`src/rtl/ps2_key_capture.sv`:
```
// PS/2 keyboard receiver: synchronizes and filters the line, deframes 11-bit frames and
// folds scan-code-set-2 E0/F0 prefixes into a toggling 11-bit key event word.
module ps2_key_capture #(
    parameter int unsigned FILTER  = 4,
    parameter int unsigned TIMEOUT = 12000
) (
    input  logic        clk_sys,
    input  logic        reset_n,
    input  logic        ps2_clk_i,
    input  logic        ps2_data_i,
    output logic [10:0] ps2_key,
    output logic        frame_err,
    output logic        busy
);

    localparam int unsigned FiltW = (FILTER > 1) ? $clog2(FILTER) : 1;
    localparam int unsigned WdogW = (TIMEOUT > 1) ? $clog2(TIMEOUT + 1) : 1;
    localparam logic [FiltW-1:0] FiltMax = FiltW'(FILTER - 1);
    localparam logic [WdogW-1:0] WdogMax = WdogW'(TIMEOUT - 1);

    logic             clk_meta_q, clk_sync_q, data_meta_q, data_sync_q;
    logic             clk_filt_q, clk_filt_d;
    logic [FiltW-1:0] filt_cnt_q, filt_cnt_d;
    logic [3:0]       bitcnt_q, bitcnt_d;
    logic [7:0]       shift_q, shift_d;
    logic             par_q, par_d;
    logic [WdogW-1:0] wdog_q, wdog_d;
    logic             ext_q, ext_d, brk_q, brk_d;
    logic [10:0]      key_q, key_d;
    logic             err_q, err_d;
    logic             strobe, byte_ok;

    always_ff @(posedge clk_sys or negedge reset_n) begin
        if (!reset_n) begin
            clk_meta_q  <= 1'b1;
            clk_sync_q  <= 1'b1;
            data_meta_q <= 1'b1;
            data_sync_q <= 1'b1;
        end else begin
            clk_meta_q  <= ps2_clk_i;
            clk_sync_q  <= clk_meta_q;
            data_meta_q <= ps2_data_i;
            data_sync_q <= data_meta_q;
        end
    end

    // Level changes only after FILTER consecutive disagreeing samples.
    always_comb begin
        clk_filt_d = clk_filt_q;
        filt_cnt_d = '0;
        if (clk_sync_q != clk_filt_q) begin
            if (filt_cnt_q == FiltMax) begin
                clk_filt_d = clk_sync_q;
            end else begin
                filt_cnt_d = filt_cnt_q + 1'b1;
            end
        end
    end

    assign strobe = clk_filt_q & ~clk_filt_d;

    always_comb begin
        bitcnt_d = bitcnt_q;
        shift_d  = shift_q;
        par_d    = par_q;
        wdog_d   = wdog_q;
        ext_d    = ext_q;
        brk_d    = brk_q;
        key_d    = key_q;
        err_d    = 1'b0;
        byte_ok  = 1'b0;
        if (strobe) begin
            wdog_d = '0;
            if (bitcnt_q == 4'd0) begin
                if (!data_sync_q) bitcnt_d = 4'd1;
            end else if (bitcnt_q <= 4'd8) begin
                shift_d  = {data_sync_q, shift_q[7:1]};
                bitcnt_d = bitcnt_q + 4'd1;
            end else if (bitcnt_q == 4'd9) begin
                par_d    = data_sync_q;
                bitcnt_d = 4'd10;
            end else begin
                bitcnt_d = 4'd0;
                if (((^shift_q) ^ par_q) && data_sync_q) begin
                    byte_ok = 1'b1;
                end else begin
                    err_d = 1'b1;
                    ext_d = 1'b0;
                    brk_d = 1'b0;
                end
            end
        end else if (bitcnt_q != 4'd0) begin
            // Expiry lands on the edge where the count would reach TIMEOUT.
            if (wdog_q == WdogMax) begin
                wdog_d   = '0;
                bitcnt_d = 4'd0;
                err_d    = 1'b1;
                ext_d    = 1'b0;
                brk_d    = 1'b0;
            end else begin
                wdog_d = wdog_q + 1'b1;
            end
        end else begin
            wdog_d = '0;
        end

        if (byte_ok) begin
            case (shift_q)
                8'hE0: ext_d = 1'b1;
                8'hF0: brk_d = 1'b1;
                8'h00, 8'hAA, 8'hE1, 8'hFA, 8'hFC, 8'hFD, 8'hFE, 8'hFF: begin
                    ext_d = 1'b0;
                    brk_d = 1'b0;
                end
                default: begin
                    key_d = {~key_q[10], ~brk_q, ext_q, shift_q};
                    ext_d = 1'b0;
                    brk_d = 1'b0;
                end
            endcase
        end
    end

    always_ff @(posedge clk_sys or negedge reset_n) begin
        if (!reset_n) begin
            clk_filt_q <= 1'b1;
            filt_cnt_q <= '0;
            bitcnt_q   <= 4'd0;
            shift_q    <= 8'h00;
            par_q      <= 1'b0;
            wdog_q     <= '0;
            ext_q      <= 1'b0;
            brk_q      <= 1'b0;
            key_q      <= 11'h000;
            err_q      <= 1'b0;
        end else begin
            clk_filt_q <= clk_filt_d;
            filt_cnt_q <= filt_cnt_d;
            bitcnt_q   <= bitcnt_d;
            shift_q    <= shift_d;
            par_q      <= par_d;
            wdog_q     <= wdog_d;
            ext_q      <= ext_d;
            brk_q      <= brk_d;
            key_q      <= key_d;
            err_q      <= err_d;
        end
    end

    assign ps2_key   = key_q;
    assign frame_err = err_q;
    assign busy      = (bitcnt_q != 4'd0);

endmodule

```
`config.mk`:
```
export PLATFORM = sky130hd
export DESIGN_NAME = ps2_key_capture
export DESIGN_NICKNAME = d
export VERILOG_FILES = /design/src/rtl/ps2_key_capture.sv
export SDC_FILE = /design/constraint.sdc
export NUM_CORES = 1
export LEC_CHECK = 0
export CAP_MARGIN = 10
export CORE_UTILIZATION = 55
export DETAILED_ROUTE_END_ITERATION = 16
export GPL_TIMING_DRIVEN = 0
export PLACE_DENSITY_LB_ADDON = 0.1
export RECOVER_POWER = 25
export SLEW_MARGIN = 20
export SYNTH_ARGS = -nofsm -noshare
export SYNTH_HDL_FRONTEND = slang
export SYNTH_SLANG_ARGS = --single-unit
```
`constraint.sdc`:
```
create_clock -name clk_sys -period 2.45 [get_ports clk_sys]
set_input_delay 0.49 -clock clk_sys [delete_from_list [all_inputs] [get_ports clk_sys]]
set_output_delay 0.49 -clock clk_sys [all_outputs]
set_load 0.1 [all_outputs]
```
### Word level (Yosys, flattened, before mapping)

Cells that the tools add are included.
Widths: inputs -> output; s select.

* bits in registers: 48
* bits of input ports: 4
* output and inout bits: 13
* logic and storage cells: 96

* reduce and logical (&&, ||, !) cells: 12
* order comparisons: 1
* equality and inequality tests: 14
* bitwise logic cells: 8
* add/sub/neg operators: 3
* muxes and demuxes: 44

Operators by type and width (number)
* $eq 8x8->1 const B: 9
* $mux 14: 3
* $mux 1: 30
* $mux 4: 7
* $add 14x1->14 const B: 1
* $eq 14x14->1 const B: 1
* $reduce_or 10->1: 1
* $logic_not 8->1: 1
* $reduce_xor 8->1: 1
* $not 1->1: 6
* $reduce_and 3->1: 2
* $add 4x1->4 const B: 1
* $eq 4x4->1 const B: 1
* $le 4x4->1 const B: 1
* $logic_not 4->1: 1
* $mux 2: 2
* $pmux 1 s2: 2
* $reduce_and 4->1: 1
* $reduce_bool 2->1: 2
* $reduce_bool 4->1: 1
* $ne 3x3->1 const B: 1
* $add 2x1->2 const B: 1
* $eq 2x2->1 const B: 1
* $reduce_and 2->1: 1
* 4 further kinds: 4

### Depth between registers and ports, before layout

* depth in word-level cells: 10
* mapped depth: 9
* gate-level depth less buffers: 8

### Worst setup path after synthesis

OpenSTA, ideal clock, no wires.

* kind: register to register
* start: reg bitcnt_q[0]
* end: reg bitcnt_q[2]
* path slack: -60 ps
* clock period less this slack: 2510 ps
* data required time: 2358 ps
* stages on the path, launching flop included: 9
* data arrival time: 2418 ps
* path buffers: 0
* library setup time: 92 ps
* cells stage by stage: dfrtp_1 inv_1 ha_1 nand2b_1 nor2_1 inv_1 nand3_1 or3b_2 o221ai_1

* elaborated cells on any way between the ends: 10
* those cells by class: add/sub: 1; order compare: 1; eq/ne: 1; mux: 3; reduce/logical: 4

RTL lines
* from (decl): RTL line 24 `logic [3:0] bitcnt_q, bitcnt_d;`
* from (signal assigned): RTL line 139 `bitcnt_q <= bitcnt_d;`
* $reduce_bool 4->1
* named net busy: RTL line 13 `output logic busy`
* $reduce_bool 2->1 (no line)
* $reduce_and 3->1 (no line)

The timed path passes the listed nets, and every way through them passes these cells.
A chain may end at the register's enable or synchronous reset.

### Final worst setup path

* start: reg shift_q[0]
* end: reg key_q[6], in the netlist ps2_key[6]

* cells in the longest elaborated chain, start to end: 9
* elaborated cells on any way between the ends: 21
* those cells by class: eq/ne: 9; mux: 5; bitwise: 2; reduce/logical: 5

RTL lines
* from (decl): RTL line 25 `logic [7:0] shift_q, shift_d;`
* from (signal assigned): RTL line 140 `shift_q <= shift_d;`
* $reduce_xor 8->1: RTL line 84 `if (((^shift_q) ^ par_q) && data_sync_q) begin`
* $xor 1x1->1: RTL line 84
* $logic_and 1x1->1: RTL line 84
* $mux 1: RTL line 84
* $mux 1: RTL line 79 `end else if (bitcnt_q == 4'd9) begin`
* $mux 1: RTL line 76 `end else if (bitcnt_q <= 4'd8) begin`
* $mux 1: RTL line 74 `if (bitcnt_q == 4'd0) begin`
* $mux 1: RTL line 72 `if (strobe) begin`
* $reduce_and 2->1 (no line) (*)
* to (signal assigned): RTL line 145 `key_q <= key_d;`
* to (decl): RTL line 29 `logic [10:0] key_q, key_d;`

Every way passes the cells marked *; elsewhere a longest branch is shown, timed or not.

==> impl_metrics.toml <==
[place]
gp_congestion = 0.9019
placement.io_buffers = 16
place_inst = 280
dp_hpwl_mm = 2.961

[layout]
n_antenna_cell = 0
nets = 259
fill_cells = 305
area_growth_pct = 14.10
drive_gt1_share_pct = 15.13
final_cells = 288
postLayoutCoreUtil_pct = 66.14

[worst_setup_path]
crit_chain = "inv_1 -> ha_1 -> or4_1 -> a41oi_1 -> nand4_1 -> buf_4 -> mux2_2"
crit_path_top_delay_cell = "or4_1"
crit_path_max_fanout = 10
startpoint = "shift_q[0]"
cp-start-kind = "flop"
arrival_ps = 2500
cp.required_ps = 2640
crit_path_end_kind = "flop"
max_stage_delay_ps = 530
rr_startpoint = "shift_q[0]"
path_class = "reg2reg"

[floorplanning]
dieArea_um2 = 4542
core_um2 = 4058
die_y_um = 67.40
die_w_um = 67.40
io_pins = 17
rows = 23
start_util_pct = 57.97

[route]
drtIter0Drc = 83
drc = 0
wl_mm = 3.999
vias = 1608
routedWlPerCell_um = 13.89
firstDrtPassIters = 4
antenna_left = 0
vias_per_cell = 5.583

[run]
cap_violations = 0

[timing]
rsz0062_at_grt = "no"
skew_ps = 4.410
maxSlewHeadroom_pct = 34.70
worst_pin_slew_ps = 976.4
period_share_pct = 94.34
setup_viol = 0
hold_viol = 0
clock.fmax_ghz = 0.4326
fin_crit_ps = 2311
tns_ps = 0
slew_violations = 0

[synth]
ys_seq_elements = 48
ys.warnings.count = 0
async_reset_ff_share_pct = 100.0
yosysSeqAreaShare_pct = 51.33
synth_cell_type_count = 40
synth-edff-count = 0
syn_area_per_cell_um2 = 11.04
syn-num-nets = 235
synthCells = 213
syn_area_um2 = 2352
synth_ff_type = "dfrtp_1"

[pwr]
ir_worst_vdd_v = 0.0004494
p_leak_nw = 1.211
p_per_area_nw_per_um2 = 626.4

[cts]
clk_latency_ps = 300
cts_hold_buf = 0
clk_pin_slew_ps = 80
htree_num_levels = 2
cts_num_sinks = 48
numCtsBuffers = 5
cts_tree = "done"
root_buffer = "clkbuf_8"
cts_buffer_depth = 2
post-cts-setup-buffers = 0

[global_routing]
grt_pass1_vias = 1648
grt_max_degree = 31
grt_use_total_pct = 21.26
grt_overflow = 0
antenna_found_initial = 0
grt_pass1_wl_mm = 7.044

[run_status]
outcome = "completed"

[worst_hold_path]
min_path_type = "in2async"
area by class of cell:
type	instances	area, um^2	share of cell area (%)
plain buffers	4	20.02	0.7459
inverters	18	71.32	2.657
clock buffers	6	82.58	3.077
well taps	50	62.56	2.331
flip-flops and latches	48	1207	44.99
clock inverters	2	10.01	0.3730
repair buffers	17	153.9	5.734
multi-input cells	143	1076	40.09
synth_stat cells, drive strengths merged, types with 3 or more instances:
master / number / share of area, %
dfstp: 5 / 5.6
nor2: 16 / 2.6
nand3: 11 / 2.3
inv: 18 / 2.9
o21ai: 10 / 2.1
xnor2: 11 / 4.1
xor2: 5 / 1.9
nand4: 5 / 1.3
nand2: 16 / 2.6
nand2b: 3 / 0.80
dfrtp: 43 / 46
and3: 5 / 1.4
a21oi: 3 / 0.64
nor3: 5 / 1.1
mux2: 11 / 5.3
ha: 18 / 9.6
sequential cells by signal, indices dropped and copies added, names as in the netlist:
signal and flops:
ext_q 1, shift_q 8, brk_q 1, ps2_key 11, par_q 1, bitcnt_q 4
clk_filt_q 1, clk_sync_q 1, frame_err 1, data_sync_q 1, data_meta_q 1, filt_cnt_q 2
clk_meta_q 1, wdog_q 14
per-stage QoR:
stage	instance area (um^2)	setup slack (ps)	total power [mW]	hold WS, ps
after detailed placement	2594	-429.1	1.223	347.2
after CTS	2684	56.85	1.699	132.6
after floorplan	2356	19.60	1.131	194.4
after global placement	2579	-356.1	1.206	345.9
after global routing	2684	21.25	1.777	363.7
final	2684	138.6	1.681	314.8
per-layer routing:
layer  track usage, %  up-vias  share of wire (%)
met5                0        -                  0
met4            10.90        0                1.9
met3            5.743        6                2.8
met2            37.50       27                 52
met1            23.22      797                 43
li1                 -      778                  -
cells by family (layout without fill, tap and decap cells):
| kind of cell | after synthesis | in the layout | synth area share (%) |
|---|---|---|---|
| adder cells (fa/ha/maj) | 18 | 18 | 9.575 |
| buffers and inverters | 22 | 47 | 3.617 |
| multiplexers | 13 | 13 | 6.117 |
| AND/OR/NAND/NOR | 72 | 72 | 16.01 |
| XOR/XNOR | 17 | 17 | 6.915 |
| AO/OA/AOI/OAI | 23 | 23 | 6.437 |
| flip-flops | 48 | 48 | 51.33 |
final timing paths:
check	end	depth (start not counted)	slack, ps
setup / recovery	ps2_key[6]	7	140
hold / removal	ps2_key[10]	1	310
setup reg to reg	ps2_key[6]	7	140
hold reg to reg	data_sync_q	0	360
max in group asynchronous	bitcnt_q[1]	2	890
min in group clk_sys	data_sync_q	0	360
cells in the final DEF, fill, tap and decap left out, types with 2 or more instances in the layout:
master            n
dfrtp_1          43
ha_1             18
inv_1            17
nand2_1          16
nor2_1           14
clkdlybuf4s50_1  12
mux2_2           11
nand3_1          11
xnor2_1          11
o21ai_0          10
clkbuf_8          6
nand4_1           5
nor3_1            5
xor2_1            5
dfstp_2           5
and3_1            4
nand2b_1          3
clkbuf_1          3
a21oi_1           3
buf_2             2
nor2b_1           2
a41oi_1           2
mux2i_1           2
clkinv_2          2
dlygate4sd3_1     2
what timing repair did:
action	in CTS	in global routing
pin swaps	0	0
setup endpoints to repair	1	10
gates resized for setup	6	5
worst max-delay path: cells and delay by family (launching register included):
family	cells	cell delay [ps]
muxes	1	280
and+or+nand+nor	2	680
adders and majority gates	1	250
AOI/OAI and AO/OA	1	220
buffers and inverters	2	330
DFF	1	430
where the power goes:
part / internal [mW] / total (mW) / switching, mW / leakage, nW
Sequential: 0.848 / 0.890 / 0.0421 / 0.650
Combinational: 0.0980 / 0.313 / 0.215 / 0.511
Clock: 0.225 / 0.478 / 0.252 / 0.0510
No activity file was read; power rests on OpenSTA's default activity.
